[src/rtl/dm_store_buffer.sv]
// Posted-store buffer between the M-stage and the word-addressed data memory.
// Stores are queued in a circular FIFO and retired to dm in program order as
// full-word read-modify-write writes. Same-cycle loads see pending store bytes
// merged over the dm read data. A drain happens on every non-load cycle while
// the buffer holds a store.
module dm_store_buffer #(
  parameter int DEPTH = 4,
  parameter int AW    = 12
) (
  input  logic        clk,
  input  logic        reset,
  input  logic        req_valid,
  input  logic        req_we,
  input  logic [31:0] req_addr,
  input  logic [31:0] req_wdata,
  input  logic [3:0]  req_be,
  input  logic [31:0] req_pc,
  output logic        stall,
  output logic [31:0] load_data,
  output logic        empty,
  output logic [31:0] dm_addr,
  input  logic [31:0] dm_rdata,
  output logic        dm_we,
  output logic [31:0] dm_wdata,
  output logic [31:0] dm_pc
);

  localparam int PW = $clog2(DEPTH);
  localparam logic [PW:0] DEPTH_C = (PW+1)'(DEPTH);

  // Entry storage; the word address keeps its upper bits so the dm write log
  // shows the address exactly as the pipeline issued it.
  logic [29:0] ent_addr [DEPTH];
  logic [31:0] ent_data [DEPTH];
  logic [3:0]  ent_be   [DEPTH];
  logic [31:0] ent_pc   [DEPTH];

  logic [PW-1:0] head;
  logic [PW-1:0] tail;
  logic [PW:0]   count;

  logic full;
  logic is_load;
  logic drain;
  logic enq;

  // Replace the byte lanes selected by be with the matching lanes of data.
  function automatic logic [31:0] merge_bytes(input logic [31:0] base,
                                              input logic [31:0] data,
                                              input logic [3:0]  be);
    logic [31:0] r;
    r = base;
    for (int b = 0; b < 4; b++) begin
      if (be[b]) r[8*b +: 8] = data[8*b +: 8];
    end
    return r;
  endfunction

  // Occupancy flags and the per-cycle decision: load, drain, enqueue, stall.
  always_comb begin
    full    = (count == DEPTH_C);
    empty   = (count == '0);
    is_load = req_valid & ~req_we;
    drain   = ~is_load & ~empty;
    enq     = req_valid & req_we & ~full;
    stall   = req_valid & req_we & full;
  end

  // Load forwarding: walk the live entries oldest to youngest so the youngest
  // matching store owns each byte lane.
  always_comb begin : fwd
    logic [PW-1:0] slot;
    logic [PW:0]   ofs;
    load_data = dm_rdata;
    slot      = '0;
    ofs       = '0;
    if (is_load) begin
      for (int i = 0; i < DEPTH; i++) begin
        slot = head + PW'(i);
        ofs  = (PW+1)'(i);
        if ((ofs < count) && (ent_addr[slot][AW-1:0] == req_addr[AW+1:2])) begin
          load_data = merge_bytes(load_data, ent_data[slot], ent_be[slot]);
        end
      end
    end
  end

  // dm port: the head entry owns the port while draining, otherwise the
  // request address passes straight through.
  always_comb begin
    dm_we    = drain;
    dm_addr  = req_addr;
    dm_wdata = merge_bytes(dm_rdata, ent_data[head], ent_be[head]);
    dm_pc    = ent_pc[head];
    if (drain) dm_addr = {ent_addr[head], 2'b00};
  end

  // Pointer and occupancy state; reset discards everything still pending.
  always_ff @(posedge clk) begin
    if (reset) begin
      head  <= '0;
      tail  <= '0;
      count <= '0;
    end else begin
      if (enq)   tail <= tail + PW'(1);
      if (drain) head <= head + PW'(1);
      case ({enq, drain})
        2'b10:   count <= count + (PW+1)'(1);
        2'b01:   count <= count - (PW+1)'(1);
        default: count <= count;
      endcase
    end
  end

  // Entry payload write at the tail; contents need no reset.
  always_ff @(posedge clk) begin
    if (enq) begin
      ent_addr[tail] <= req_addr[31:2];
      ent_data[tail] <= req_wdata;
      ent_be[tail]   <= req_be;
      ent_pc[tail]   <= req_pc;
    end
  end

endmodule

[config.mk]
export PLATFORM = sky130hd
export DESIGN_NAME = dm_store_buffer
export DESIGN_NICKNAME = d
export VERILOG_FILES = /design/src/rtl/dm_store_buffer.sv
export SDC_FILE = /design/constraint.sdc
export NUM_CORES = 1
export LEC_CHECK = 0
export ABC_AREA = 0
export ABC_CLOCK_PERIOD_IN_PS = 4300
export CAP_MARGIN = 20
export CORE_MARGIN = 1.5
export CORE_UTILIZATION = 45
export CTS_CLUSTER_SIZE = 8
export DETAILED_ROUTE_END_ITERATION = 6
export GPL_ROUTABILITY_DRIVEN = 0
export PLACE_DENSITY_LB_ADDON = 0.2
export SETUP_SLACK_MARGIN = 0.1
export SLEW_MARGIN = 20
export SYNTH_ARGS = -nofsm -noshare
export SYNTH_HDL_FRONTEND = slang
export SYNTH_SLANG_ARGS = --single-unit
[constraint.sdc]
create_clock -name clk -period 4.3 [get_ports clk]
set_input_delay 0.86 -clock clk [delete_from_list [all_inputs] [get_ports clk]]
set_output_delay 0.86 -clock clk [all_outputs]
set_load 0.01 [all_outputs]
==> out/metrics.sh <==
SYNTHESIS.INSTANCES=1516
CLOCK_SINK_COUNT=401
CRITPATHBUFINV=6
TIMING.MAX_SLEW.REL_SLACK=0.313
FRACTION_OF_THE_CYCLE_THE_FINAL_WORST_PATH_NEEDS=1.08
CP_MAX_FO=6
VIASPERCELL=5.79
GROUTE.USAGE.OVERALL=0.236
NET-SWITCHING-POWER_mW=4.27
UNREPAIRED_SETUP_ENDPOINTS_AFTER_GLOBAL_ROUTING='yes'
DRIVE_ABOVE_1_SHARE=0.311
TIGHTESTPINTRANSITION_PS=1030
DP_HPWL_UM=37200
DIEAREA_UM2=49000
DIE_W_UM=221
TRITONCTS.NUM_BUFFERS=56
SYNTH_EDF_COUNT=392
GR-TOTAL-OVERFLOW=0
ACHIEVABLE-FREQUENCY_GHz=0.214
SYNTH_FA_HA_AREA_FRAC=0.00525
POST_SYNTH_INSTANCE_AREA_UM2=21500
TOP_LEVEL_PORTS=267
MAX_CAP_VIOL_COUNT=0
AREA.SEQUENTIAL_UM2=12000
RUN_STATUS='complete, but fails checks'
TIMING.REG2REG.WORST_PATH_DEPTH=9
USE_MET1=0.310
CTS-HOLD-FIX-BUFFERS=0
COMBINATIONAL_FAMILY_WITH_THE_MOST_AREA_AFTER_SYNTHESIS='multiplexers'
CRIT_FAMILY='simple AND/OR/NAND/NOR gates'
GRT_MAX_DEGREE=92
SYNTH_ASYNC_SR_FLOP_SHARE=0
TOTALWIRELENGTH_UM=58400
CLOCK_INSERTION_DELAY_WORST_SKEW_PS=630
FIN_NETS=2078
SYNTH_TOP_AREA_SHARE=0.549
TIMING.FINAL.HOLD_VIOLATIONS=0
MET3_USAGE_IN_GLOBAL_ROUTING=0.0637
STD_CELL_ROWS=79
EFFECTIVE_UTILIZATION_AT_FLOORPLAN=0.459
CLK_PIN_SLEW_PS=50
SHARE_OF_SYNTHESIZED_CELL_AREA_IN_AND_OR_NAND_AND_NOR_GATES=0.0852
PERIOD_MINUS_SLACK_PS=4660
DR.FIRST_ITER.DRC_COUNT=926
PATH_CELLS='buf_6 > mux4_2 > xnor2_2 > o21ai_1 > or4_4 > or2_4 > buf_8 > nor4b_4 > buf_6 > buf_6 > buf_6 > nand2_2 > nand4_1 > buf_2'
WORSTSETUPPATHDEPTH=14
CTS_BUFFER_DEPTH=3
AREA_DELTA_SYNTH_FINAL_PCT=32.3
FINAL.SETUP.WORST_SLACK_PS=-363
COMPOUND_GATE_PORTION_OF_THE_SYNTHESIZED_AREA=0.0615
STARTPOINT_TYPE='flop'
SYN-MEAN-INSTANCE-AREA_UM2=14.2
CORE_REGION_AREA_UM2=46800
POWER.DENSITY_CELL_AREA_nW_PER_UM2=490
CLK_TREE_ROOT_CELL='sky130_fd_sc_hd__clkbuf_16'
VDD.IR_DROP.WORST_uV=443
CTS_MAX_LEVEL=2
SEQUENTIALPOWERSHARE=0.329
ANTENNA_VIOLATIONS_BEFORE_REPAIR=10
SYNTH_WARNINGS=0
PLACEMENT.IO_BUFFERS=266
CELLS_ON_WORST_HOLD_PATH=2
FINAL-MAX-SLEW-VIOLATION-COUNT=0
SYNTH_LARGEST_AREA_CELL='sky130_fd_sc_hd__edfxtp_1'
CELLLEAKAGEPOWER_nW=9.89
INTERNAL_POWER_mW=9.63
NUMBER_OF_FAILING_SETUP_ENDPOINTS_IN_THE_FINAL_TIMING_REPORT=32
POST_SYNTH_XOR_AREA_FRACTION=0.0212
GRT_USE_MET2=0.380
ROUTED_WIRE_LENGTH_PER_INSTANCE_UM=22.8
LEADING_CELL_TYPES_IN_THE_LAYOUT_FILL_AND_TAPS_EXCLUDED='392 x sky130_fd_sc_hd__edfxtp_1, 234 x sky130_fd_sc_hd__clkdlybuf4s50_1, 231 x sky130_fd_sc_hd__nand2_1, 143 x sky130_fd_sc_hd__mux4_2, 135 x sky130_fd_sc_hd__buf_4'
CLOCK_TREE_FROM_TRITONCTS='yes'
DOMINANTREGCELLSYNTH='sky130_fd_sc_hd__edfxtp_1'
YS_SEQ_ELEMENTS=401
MOST_COMMON_CELL_AFTER_LAYOUT_FILL_AND_TAPS_ASIDE='sky130_fd_sc_hd__edfxtp_1'
ARRIVAL_PS=3800
VIAS=14800
CRITPATHKIND='flop to output port'
GRT_PASS1_WL_UM=89500
DR.PASS1.ITERS=5
POWER.SHARE.SWITCHING=0.307
COUNT_OF_FILL_CELLS_ADDED_DURING_FILLER_INSERTION=3614
FIRST_GLOBAL_VIAS=15300
AREA_OF_THE_MULTI_INPUT_GATES_UM2=9320
POSTSYNTHNETCOUNT=1661
FAILED_CHECKS='negative setup slack'
SYNTH.LIB_CELLS_USED.DISTINCT=68
DIE_HEIGHT_UM=221
FIN_SETUP_TNS_PS=-9050
SYNTH_TOP_CELLS_BY_AREA='sky130_fd_sc_hd__edfxtp_1 55%, sky130_fd_sc_hd__mux4_2 15%, sky130_fd_sc_hd__mux2i_1 4.7%'
END_KIND='output port'
ANTENNA_VIOLATING_NETS_POST_ROUTE=0
CPMAXSTAGEDELAYCELL='sky130_fd_sc_hd__or4_4'
CRITPATHMOSTFREQUENTCELL='sky130_fd_sc_hd__buf_6'
DETAIL_ROUTE.DRC_VIOLATIONS=0
WORST_SETUP_SKEW_AFTER_LAYOUT_PS=52.3
SYNTH-SEQ-AREA-SHARE=0.557
CRITICAL_PATH.MAX_STAGE_DELAY_PS=580
SHARE_CLK_OF_TOTAL_POWER=0.286
HP-CLASS='flop to flop'
POWER_FRAC_COMB=0.384
PRE_CTS_SLACK_PS=-1060
GR-MAX-USAGE-LAYER='met2'
SYNTHMUXAREASHARE=0.242
WORST_EP_REQUIRED_TIME_PS=3440
REG2REG_SETUP_SLACK_PS=1600
## metrics by stage
step                power [mW]  utilization  cells  cell area (um2)  hold slack [ps]
detailed placement        9.72        0.554   2439            25900              570
floorplan                 7.68            -   1516            21500              514
global route              14.5        0.607   2560            28400              602
finish                    13.9        0.607   2563            28400              574
global placement          9.68        0.554   2439            25900              530
CTS                       13.9        0.596   2537            27900              581
## tightest hold or removal path, cell delays in order, from the launching register on
cell and delay, ps:
sky130_fd_sc_hd__dfxtp_1 340, sky130_fd_sc_hd__mux2i_1 140, sky130_fd_sc_hd__nor2_1 50
## logic make-up (layout without fill, tap and decap cells)
| kind of cell | count (synthesis) | after routing |
|---|---|---|
| flops | 401 | 401 |
| simple gates | 401 | 401 |
| mux | 328 | 328 |
| compound gates | 187 | 187 |
| buf+inv | 138 | 570 |
| xor+xnor | 52 | 52 |
| fa+ha+maj | 9 | 9 |
| other cells | 0 | 8 |
## per-layer routing
metal / routed length, um / part of all wire / vias to the layer above
li1: - / - / 6787
met3: 4670 / 0.080 / 96
met5: 46 / 0.00079 / -
met2: 28200 / 0.48 / 493
met4: 1490 / 0.026 / 6
met1: 24000 / 0.41 / 7466
## repair_timing
| action | CTS | global route |
|---|---|---|
| resized for setup | 178 | 88 |
| setup endpoints to repair | 67 | 38 |
| pin swaps | 22 | 29 |
| gates cloned | 3 | 2 |
| buffers inserted | 22 | 16 |
## cells in the mapped netlist (3+ instances only)
| master | number |
|---|---|
| sky130_fd_sc_hd__a211o_1 | 16 |
| sky130_fd_sc_hd__a21o_1 | 3 |
| sky130_fd_sc_hd__a21oi_1 | 33 |
| sky130_fd_sc_hd__a221oi_1 | 7 |
| sky130_fd_sc_hd__a22oi_1 | 20 |
| sky130_fd_sc_hd__a2bb2oi_1 | 8 |
| sky130_fd_sc_hd__and2_1 | 9 |
| sky130_fd_sc_hd__buf_1 | 22 |
| sky130_fd_sc_hd__buf_2 | 27 |
| sky130_fd_sc_hd__buf_4 | 3 |
| sky130_fd_sc_hd__clkbuf_1 | 51 |
| sky130_fd_sc_hd__dfxtp_1 | 9 |
| sky130_fd_sc_hd__edfxtp_1 | 392 |
| sky130_fd_sc_hd__ha_1 | 9 |
| sky130_fd_sc_hd__inv_1 | 31 |
| sky130_fd_sc_hd__mux2_2 | 81 |
| sky130_fd_sc_hd__mux2i_1 | 101 |
| sky130_fd_sc_hd__mux4_2 | 143 |
| sky130_fd_sc_hd__nand2_1 | 245 |
| sky130_fd_sc_hd__nand2b_1 | 7 |
| sky130_fd_sc_hd__nand3_1 | 31 |
| sky130_fd_sc_hd__nand4_1 | 14 |
| sky130_fd_sc_hd__nor2_1 | 45 |
| sky130_fd_sc_hd__nor3_1 | 22 |
| sky130_fd_sc_hd__nor4_1 | 4 |
| sky130_fd_sc_hd__nor4b_4 | 3 |
| sky130_fd_sc_hd__o2111ai_1 | 11 |
| sky130_fd_sc_hd__o21ai_0 | 33 |
| sky130_fd_sc_hd__o22ai_1 | 30 |
| sky130_fd_sc_hd__o31ai_1 | 4 |
| sky130_fd_sc_hd__or3_1 | 5 |
| sky130_fd_sc_hd__or4_1 | 3 |
| sky130_fd_sc_hd__xnor2_1 | 34 |
| sky130_fd_sc_hd__xor2_1 | 18 |
## cell type report
cell class,instances,share of cell area
antenna,8,0.000705
clock inverter,5,0.00401
clock buffer,68,0.0510
multi-input combinational,977,0.328
timing repair buffer,465,0.163
inverter,32,0.00423
sequential,401,0.422
tap,607,0.0268
## flip-flops by register name (all words and copies together), names as in the netlist, named ones only
| name | flops |
|---|---|
| ent_addr | 120 |
| ent_data | 128 |
| count | 3 |
| tail | 2 |
| ent_pc | 128 |
| head | 2 |
| ent_be | 16 |
## power groups by stage
stage                     combinational, mW  sequential (mW)  clock, mW
after floorplan                        3.08             4.61          0
after global placement                 5.04             4.64          0
after detailed placement               5.06             4.65          0
after CTS                              5.25             4.58       4.07
after global routing                   5.72             4.59       4.22
final                                  5.34             4.58       3.98
## worst paths after layout
kind	to	start
worst max-delay path	load_data[16]	head[0]
worst min-delay path	tail[1]	tail[1]
worst max register to register	count[2]	count[0]
worst min register to register	tail[1]	tail[1]
Power figures use the tool's default switching activity.
